`config.mk`:
```
export PLATFORM = sky130hd
export DESIGN_NAME = mmio_uart_tx
export DESIGN_NICKNAME = d
export VERILOG_FILES = /design/src/rtl/mmio_pkg.sv /design/src/rtl/sync_fifo.sv /design/src/rtl/mmio_uart_tx.sv
export SDC_FILE = /design/constraint.sdc
export NUM_CORES = 1
export LEC_CHECK = 0
export ABC_AREA = 1
export CORE_MARGIN = 2
export CORE_UTILIZATION = 40
export CTS_CLUSTER_DIAMETER = 30
export CTS_CLUSTER_SIZE = 8
export DETAILED_ROUTE_END_ITERATION = 10
export HOLD_SLACK_MARGIN = 0.12
export PLACE_DENSITY = 0.75
export SYNTH_ARGS = -nofsm -noshare
export SYNTH_HDL_FRONTEND = slang
export SYNTH_SLANG_ARGS = --single-unit
```
`constraint.sdc`:
```
create_clock -name clk -period 3.3 [get_ports clk]
set_input_delay 0.66 -clock clk [delete_from_list [all_inputs] [get_ports clk]]
set_output_delay 0.66 -clock clk [all_outputs]
set_load 0.05 [all_outputs]
```
`src/rtl/mmio_pkg.sv`:
```
// Shared types and register map for the memory-mapped UART transmitter.
package mmio_pkg;

   typedef enum logic [1:0] {
      UART_IDLE  = 2'd0,
      UART_START = 2'd1,
      UART_DATA  = 2'd2,
      UART_STOP  = 2'd3
   } uart_state_e;

   localparam logic [2:0] UART_TXDATA_OFS = 3'h0;
   localparam logic [2:0] UART_STATUS_OFS = 3'h4;

   localparam int unsigned ST_FULL    = 0;
   localparam int unsigned ST_EMPTY   = 1;
   localparam int unsigned ST_BUSY    = 2;
   localparam int unsigned ST_OVF     = 3;
   localparam int unsigned ST_CNT_LSB = 4;
   localparam int unsigned ST_CNT_W   = 4;

endpackage

```
`src/rtl/sync_fifo.sv`:
```
// Single-clock FIFO; a push while full is taken only when a pop happens in the same cycle.
module sync_fifo #(
   parameter int unsigned WIDTH = 8,
   parameter int unsigned DEPTH = 8
) (
   input  logic                       clk,
   input  logic                       reset,
   input  logic                       push,
   input  logic                       pop,
   input  logic [WIDTH-1:0]           wdata,
   output logic [WIDTH-1:0]           rdata,
   output logic                       full,
   output logic                       empty,
   output logic [$clog2(DEPTH):0]     count
);

   localparam int unsigned PTR_W = $clog2(DEPTH);
   localparam int unsigned CNT_W = PTR_W + 1;

   logic [WIDTH-1:0] mem [DEPTH];
   logic [PTR_W-1:0] wr_ptr;
   logic [PTR_W-1:0] rd_ptr;
   logic             push_ok;
   logic             pop_ok;

   assign full    = (count == CNT_W'(DEPTH));
   assign empty   = (count == '0);
   assign pop_ok  = pop & ~empty;
   assign push_ok = push & (~full | pop_ok);
   assign rdata   = mem[rd_ptr];

   // Storage carries no reset; only the pointers define validity.
   always_ff @(posedge clk) begin
      if (push_ok) begin
         mem[wr_ptr] <= wdata;
      end
   end

   always_ff @(posedge clk) begin
      if (!reset) begin
         wr_ptr <= '0;
         rd_ptr <= '0;
         count  <= '0;
      end else begin
         if (push_ok) wr_ptr <= wr_ptr + PTR_W'(1);
         if (pop_ok)  rd_ptr <= rd_ptr + PTR_W'(1);
         count <= count + CNT_W'(push_ok) - CNT_W'(pop_ok);
      end
   end

endmodule

```
`src/rtl/mmio_uart_tx.sv`:
```
// Memory-mapped 8N1 UART transmitter: CPU stores feed a TX FIFO drained by a serialiser FSM.
module mmio_uart_tx
   import mmio_pkg::*;
#(
   parameter int unsigned CLKS_PER_BIT = 16,
   parameter int unsigned FIFO_DEPTH   = 8,
   parameter logic [31:0] BASE_ADDR    = 32'hFFFF_0000
) (
   input  logic        clk,
   input  logic        reset,
   input  logic        mem_write,
   input  logic [31:0] data_addr,
   input  logic [31:0] write_data,
   output logic        sel,
   output logic [31:0] rd_data,
   output logic        tx,
   output logic        busy
);

   localparam int unsigned TIMER_W = $clog2(CLKS_PER_BIT);
   localparam int unsigned CNT_W   = $clog2(FIFO_DEPTH) + 1;

   uart_state_e        state_q, state_d;
   logic [TIMER_W-1:0] timer_q, timer_d;
   logic [2:0]         bit_q, bit_d;
   logic [7:0]         shift_q, shift_d;
   logic               tx_d;
   logic               overflow_q;

   logic               wr_txdata_c;
   logic               wr_status_c;
   logic               pop_c;
   logic               fifo_full;
   logic               fifo_empty;
   logic [CNT_W-1:0]   fifo_count;
   logic [7:0]         fifo_rdata;
   logic [31:0]        status_c;
   logic               unused_bits;

   assign sel         = (data_addr[31:3] == BASE_ADDR[31:3]);
   assign wr_txdata_c = sel & mem_write & (data_addr[2] == UART_TXDATA_OFS[2]);
   assign wr_status_c = sel & mem_write & (data_addr[2] == UART_STATUS_OFS[2]);
   assign busy        = (state_q != UART_IDLE) | ~fifo_empty;
   assign unused_bits = ^{data_addr[1:0], write_data[31:8]};

   sync_fifo #(
      .WIDTH (8),
      .DEPTH (FIFO_DEPTH)
   ) u_fifo (
      .clk   (clk),
      .reset (reset),
      .push  (wr_txdata_c),
      .pop   (pop_c),
      .wdata (write_data[7:0]),
      .rdata (fifo_rdata),
      .full  (fifo_full),
      .empty (fifo_empty),
      .count (fifo_count)
   );

   // Status word and read mux.
   always_comb begin
      status_c                            = '0;
      status_c[ST_FULL]                   = fifo_full;
      status_c[ST_EMPTY]                  = fifo_empty;
      status_c[ST_BUSY]                   = busy;
      status_c[ST_OVF]                    = overflow_q;
      status_c[ST_CNT_LSB +: ST_CNT_W]    = ST_CNT_W'(fifo_count);
   end

   assign rd_data = (sel && (data_addr[2] == UART_STATUS_OFS[2])) ? status_c : '0;

   // Sticky overflow: a rejected push beats a same-cycle clear.
   always_ff @(posedge clk) begin
      if (!reset) begin
         overflow_q <= 1'b0;
      end else if (wr_txdata_c && fifo_full && !pop_c) begin
         overflow_q <= 1'b1;
      end else if (wr_status_c && write_data[ST_OVF]) begin
         overflow_q <= 1'b0;
      end
   end

   always_ff @(posedge clk) begin
      if (!reset) begin
         state_q <= UART_IDLE;
         timer_q <= '0;
         bit_q   <= '0;
         shift_q <= '0;
         tx      <= 1'b1;
      end else begin
         state_q <= state_d;
         timer_q <= timer_d;
         bit_q   <= bit_d;
         shift_q <= shift_d;
         tx      <= tx_d;
      end
   end

   // tx_d is the line level for the coming cycle, so every transition also sets it.
   always_comb begin
      state_d = state_q;
      timer_d = timer_q;
      bit_d   = bit_q;
      shift_d = shift_q;
      tx_d    = tx;
      pop_c   = 1'b0;

      unique case (state_q)
         UART_IDLE: begin
            tx_d = 1'b1;
            if (!fifo_empty) begin
               pop_c   = 1'b1;
               shift_d = fifo_rdata;
               timer_d = TIMER_W'(CLKS_PER_BIT - 1);
               state_d = UART_START;
               tx_d    = 1'b0;
            end
         end
         UART_START: begin
            if (timer_q == '0) begin
               state_d = UART_DATA;
               bit_d   = '0;
               timer_d = TIMER_W'(CLKS_PER_BIT - 1);
               tx_d    = shift_q[0];
            end else begin
               timer_d = timer_q - TIMER_W'(1);
            end
         end
         UART_DATA: begin
            if (timer_q == '0) begin
               timer_d = TIMER_W'(CLKS_PER_BIT - 1);
               if (bit_q == 3'd7) begin
                  state_d = UART_STOP;
                  tx_d    = 1'b1;
               end else begin
                  bit_d   = bit_q + 3'd1;
                  shift_d = shift_q >> 1;
                  tx_d    = shift_q[1];
               end
            end else begin
               timer_d = timer_q - TIMER_W'(1);
            end
         end
         UART_STOP: begin
            if (timer_q == '0) begin
               if (!fifo_empty) begin
                  pop_c   = 1'b1;
                  shift_d = fifo_rdata;
                  timer_d = TIMER_W'(CLKS_PER_BIT - 1);
                  state_d = UART_START;
                  tx_d    = 1'b0;
               end else begin
                  state_d = UART_IDLE;
                  tx_d    = 1'b1;
               end
            end else begin
               timer_d = timer_q - TIMER_W'(1);
            end
         end
         default: begin
            state_d = UART_IDLE;
            tx_d    = 1'b1;
         end
      endcase
   end

endmodule

```
After elaboration in Yosys (flattened, before gate mapping)
Memories as Yosys holds them, arrays and structs flattened. A register that Yosys moved wholly into a read port is not among the register bits. Cells that the tools add are included. Widths: inputs -> output; s select.

Latch bits: 0. Memory bits (read-only): 0. Memories kept: 1. Bits in registers: 29. Memory bits (writable): 64.

Add/sub/neg operators: 6. Order comparisons: 0. Eq/ne operators: 12. Divide/modulo/power cells: 0. Bitwise gates (word level): 10. Muxes and demuxes: 36. Shifts and indexed selects: 0. Multipliers: 0. Reductions and logical operators: 17.

Memories: u_fifo.mem (depth 8, width 8, rd ports 1, clocked after Yosys merged registers in 1, write ports 1, line sync_fifo.sv:20) `logic [WIDTH-1:0] mem [DEPTH];`.

Operator list (number): $mux 8 (5); $eq 29x29->1 const B (1); $pmux 8 s3 (1); $mux 3 (5); $mux 1 (12); $mux 4 (3); $ne 2x2->1 const B (6); $pmux 4 s3 (1); $mux 2 (5); $add 3x1->3 const B (3); $logic_not 4->1 (2); $pmux 2 s4 (1); $reduce_and 4->1 (2); $pmux 3 s2 (1); $reduce_bool 2->1 (3); $and 1x1->1 (5); $reduce_and 5->1 (1); $add 4x1->4 (1); $eq 2x2->1 const B (2); $eq 4x4->1 const B (1); $logic_and 1x1->1 (4); $pmux 1 s4 (1); $sub 4x1->4 (1); $sub 4x1->4 const B (1); other kinds (10) (13).

Longest topological paths before layout
Depth in word-level cells: 9. Mapped depth: 14. Depth with buffers taken out: 14.

By module
A second synthesis with hierarchy kept.

Cell total of the unflattened synthesis: 548. Area, all modules: 4862.2 µm².

By module, submodules not included: sync_fifo (sequential area each 2182.1 µm², times used 1, area an instance 3221.8 µm², cells each 288); mmio_uart_tx (sequential area each 380.4 µm², times used 1, area an instance 1640.3 µm², cells each 260).

Least setup slack after synthesis
OpenSTA, ideal clock, no wires.

Path type: input port to output port. From: input data_addr[8]. To: output rd_data[2]. Path slack: 74 ps. Data required time: 2640 ps. Data arrival time: 2566 ps. Stages on the path: 7. Path through: nor2_1 -> nand3_1 -> inv_1 -> nand2_1 -> nor2_2 -> nand2_1 -> a21oi_1.

Word-level cells in the longest chain between the ends: 3.

RTL lines: from (decl) (line mmio_uart_tx.sv:12) `input logic [31:0] data_addr,`; $eq 29x29->1 (line mmio_uart_tx.sv:40) `assign sel = (data_addr[31:3] == BASE_ADDR[31:3]);`; named net sel (line mmio_uart_tx.sv:14) `output logic sel,`; $logic_and 1x1->1 (line mmio_uart_tx.sv:71) `assign rd_data = (sel && (data_addr[2] == UART_STATUS_OFS[2])) ? status_c : '0;`; $mux 8 (line mmio_uart_tx.sv:71); to (decl) (line mmio_uart_tx.sv:15) `output logic [31:0] rd_data,`.

The timed path passes the listed nets, and every way through them passes these cells.

Worst setup path in the final report
From: input data_addr[16]. To: output rd_data[2].

Word-level cells in the longest chain between the ends: 3.

RTL lines (line): $eq 29x29->1 (mmio_uart_tx.sv:40); $logic_and 1x1->1 (mmio_uart_tx.sv:71); $mux 8 (mmio_uart_tx.sv:71).

No other way between the ends.

==> impl_metrics.json <==
{
  "cts_resized": 0,
  "path_class": "input port to output pin",
  "crit_path_end": "rd_data[2]",
  "clock_sinks": 96,
  "endpoint_kind": "output pin",
  "fillers": 1012,
  "syn_inst": 516,
  "postCtsSetupBuffers": 0,
  "drv_slew": 0,
  "yosysUniqueCellTypes": 33,
  "cts_max_path_buffers": 2,
  "initial_core_util_pct": 41.2,
  "wl_per_cell_um": 13.4,
  "synthFlopType": "edfxtp_1",
  "skew_ns": 0.0113,
  "r2r_setup_slack_ns": 0.70,
  "synth-simple-area-share_pct": 23.3,
  "finalCritPeriodShare_pct": 89.7,
  "synth_top_family_by_area": "simple AND/OR/NAND/NOR gates",
  "io_buffers": 51,
  "tns_ns": 0,
  "synth-edff-count": 64,
  "start_kind": "input port",
  "final_area_um2": 5710,
  "drt_first_pass_iters": 4,
  "maxCapViolCount": 0,
  "r2r_cells": 13,
  "ys_ff_latch": 96,
  "vdd_drop_max_v": 0.000376,
  "h-tree-depth": 3,
  "slew_headroom_pct": 35.1,
  "ant_nets": 0,
  "cts_root_buffer": "clkbuf_16",
  "synth_top_cell_area_share_pct": 40.7,
  "synth_compound_area_share_pct": 8.00,
  "fin_util_pct": 49.8,
  "cp-startpoint": "data_addr[16]",
  "grt_first_pass_wirelength_mm": 16.0,
  "synthToLayoutAreaGrowth_pct": 20.9,
  "hold_class": "register to register",
  "dr_total_vias": 3547,
  "coreArea_um2": 11500,
  "yosysSeqAreaShare_pct": 54.2,
  "fin_hold_ws_ns": 0.475,
  "fin_crit_ns": 2.96,
  "die_area_um2": 12700,
  "antenna_found_initial": 0,
  "cp.arrival_ns": 2.30,
  "synth.avg_cell_area_um2": 9.16,
  "clock.fmax_mhz": 338,
  "synthAdderAreaFrac_pct": 4.93,
  "drc": 0,
  "syn_area_um2": 4720,
  "grt_max_degree": 34,
  "p_leak_uw": 0.00231,
  "hold_start": "overflow_q",
  "routed_via_density": 4.91,
  "die-height_um": 113,
  "die_x_um": 113,
  "synth_area_leaders": "edfxtp_1 (41%), dfxtp_1 (14%), nand2_1 (9.5%)",
  "nNetsFinal": 659,
  "r2r-end": "u_fifo.count[3]",
  "worstReg2RegStart": "state_q[0]",
  "yosysTopAreaCell": "edfxtp_1",
  "rsz0062_at_grt": "no",
  "clkTransAtPathRegs_ns": 0.07,
  "cts_tree": "built",
  "finalHoldViolations": 0,
  "yosysWarnings": 0,
  "muxShareOfSynthArea_pct": 0,
  "place_area_um2": 5410,
  "cp_max_fo": 8,
  "synth-xor-area-share_pct": 0.371,
  "drtIter0Drc": 188,
  "setup_viol": 0,
  "multi_input_area_um2": 1820,
  "track_usage_pct": 15.8,
  "worstSkewPairLatency_ns": 0.34,
  "cts_buffers": 9,
  "overflow": 0,
  "async_flop_share_pct": 0,
  "grt_pass1_vias": 3557,
  "power.density_nw_per_um2": 700,
  "wl_mm": 9.67,
  "globalplace.congestion": 0.860,
  "dp_hpwl_mm": 6.68,
  "final-seq-area_um2": 2560,
  "num_rows": 39,
  "critPathRequiredTime_ns": 2.64,
  "holdBufCountCts": 0,
  "layout-drive-gt1-share_pct": 10.5,
  "outcome": "finished clean",
  "num_io_pins": 102,
  "tightest_slew_ns": 0.973,
  "diodes": 0
}
[registers in the layout, indices dropped and copies added (netlist names), named ones only]
name,count
state_q,2
bit_q,3
overflow_q,1
u_fifo.wr_ptr,3
u_fifo.rd_ptr,3
timer_q,4
shift_q,8
u_fifo.count,4
u_fifo.mem,64
tx,1
[layer usage]
| metal | vias to the layer above | GRT usage, % | part of all wire, % |
|---|---|---|---|
| met5 | - | 0 | 0 |
| met4 | 0 | 6.50 | 1.5 |
| met3 | 13 | 3.62 | 5.8 |
| met2 | 96 | 29.3 | 53 |
| met1 | 1653 | 17.4 | 39 |
| li1 | 1785 | - | - |
[worst min path at each step]
| stage | to | slack (ns) | depth (start not counted) |
|---|---|---|---|
| finish | overflow_q | 0.47 | 2 |
| CTS | overflow_q | 0.48 | 2 |
| detailed placement | register | 0.46 | 2 |
| global placement | overflow_q | 0.45 | 2 |
| floorplan | overflow_q | 0.44 | 2 |
| global route | overflow_q | 0.50 | 2 |
[per-stage QoR]
stage | worst slack (ns) | std cells | power, uW
finish | 0.339 | 722 | 4000
global route | 0.116 | 722 | 4270
CTS | 0.316 | 722 | 4020
detailed placement | 0.321 | 706 | 2990
global placement | 0.323 | 706 | 2910
floorplan | 0.0743 | 539 | 2660
[critical path: stages]
cell and delay [ns]:
clkdlybuf4s50_1 0.48, inv_1 0.04, nor2_1 0.08, nand2_1 0.05, nor2_1 0.08, nand2_1 0.07, nor2_2 0.19, nand2_1 0.20
a21oi_1 0.27, buf_12 0.17
[final cells by class]
cell class | instances | area share [%]
Sequential cell | 96 | 44.9
Multi-Input combinational cell | 356 | 31.8
Timing Repair Buffer | 61 | 11.6
Clock buffer | 9 | 3.94
Inverter | 50 | 3.29
Tap cell | 143 | 3.13
Clock inverter | 7 | 1.34
[Yosys cell counts (2+ instances only)]
cell type,number
nand2_1,119
edfxtp_1,64
nand3_1,58
nor2_1,51
inv_1,46
dfxtp_1,32
buf_4,25
a21oi_1,20
o21ai_0,20
ha_1,17
nor3_1,9
a21oi_2,8
buf_2,8
nand2_2,4
a211oi_1,3
clkbuf_1,3
inv_2,3
nor2_2,3
o21ai_1,3
o22ai_1,3
nand2_4,2
nor2_8,2
o21ai_4,2
xor2_1,2
[cells in the final DEF, fill, tap and decap left out, types with 4 or more instances in the layout]
| cell | n |
|---|---|
| nor3_1 | 9 |
| conb_1 | 24 |
| ha_1 | 17 |
| o21ai_0 | 20 |
| clkbuf_16 | 9 |
| edfxtp_1 | 64 |
| a21oi_1 | 20 |
| clkdlybuf4s50_1 | 42 |
| inv_1 | 46 |
| buf_12 | 8 |
| a21oi_2 | 8 |
| buf_4 | 11 |
| nand2_1 | 119 |
| nor2_1 | 51 |
| nand2_2 | 4 |
| nand3_1 | 58 |
| dfxtp_1 | 32 |
[where the power goes]
part	switching, uW	leakage [uW]	internal, uW
Clock	480	0.000149	540
Combinational	996	0.00132	514
Sequential	83.0	0.000838	1390
Total	1560	0.00231	2440
[cell families (layout without fill, tap and decap cells)]
family	Yosys count	count (layout)
AOI/OAI and AO/OA	61	61
buffers and inverters	87	127
xor gates and xnor gates	2	2
other	1	24
DFF	96	96
and+or+nand+nor	251	251
adders and majority gates	18	18
No activity file was read; power rests on OpenSTA's default activity.
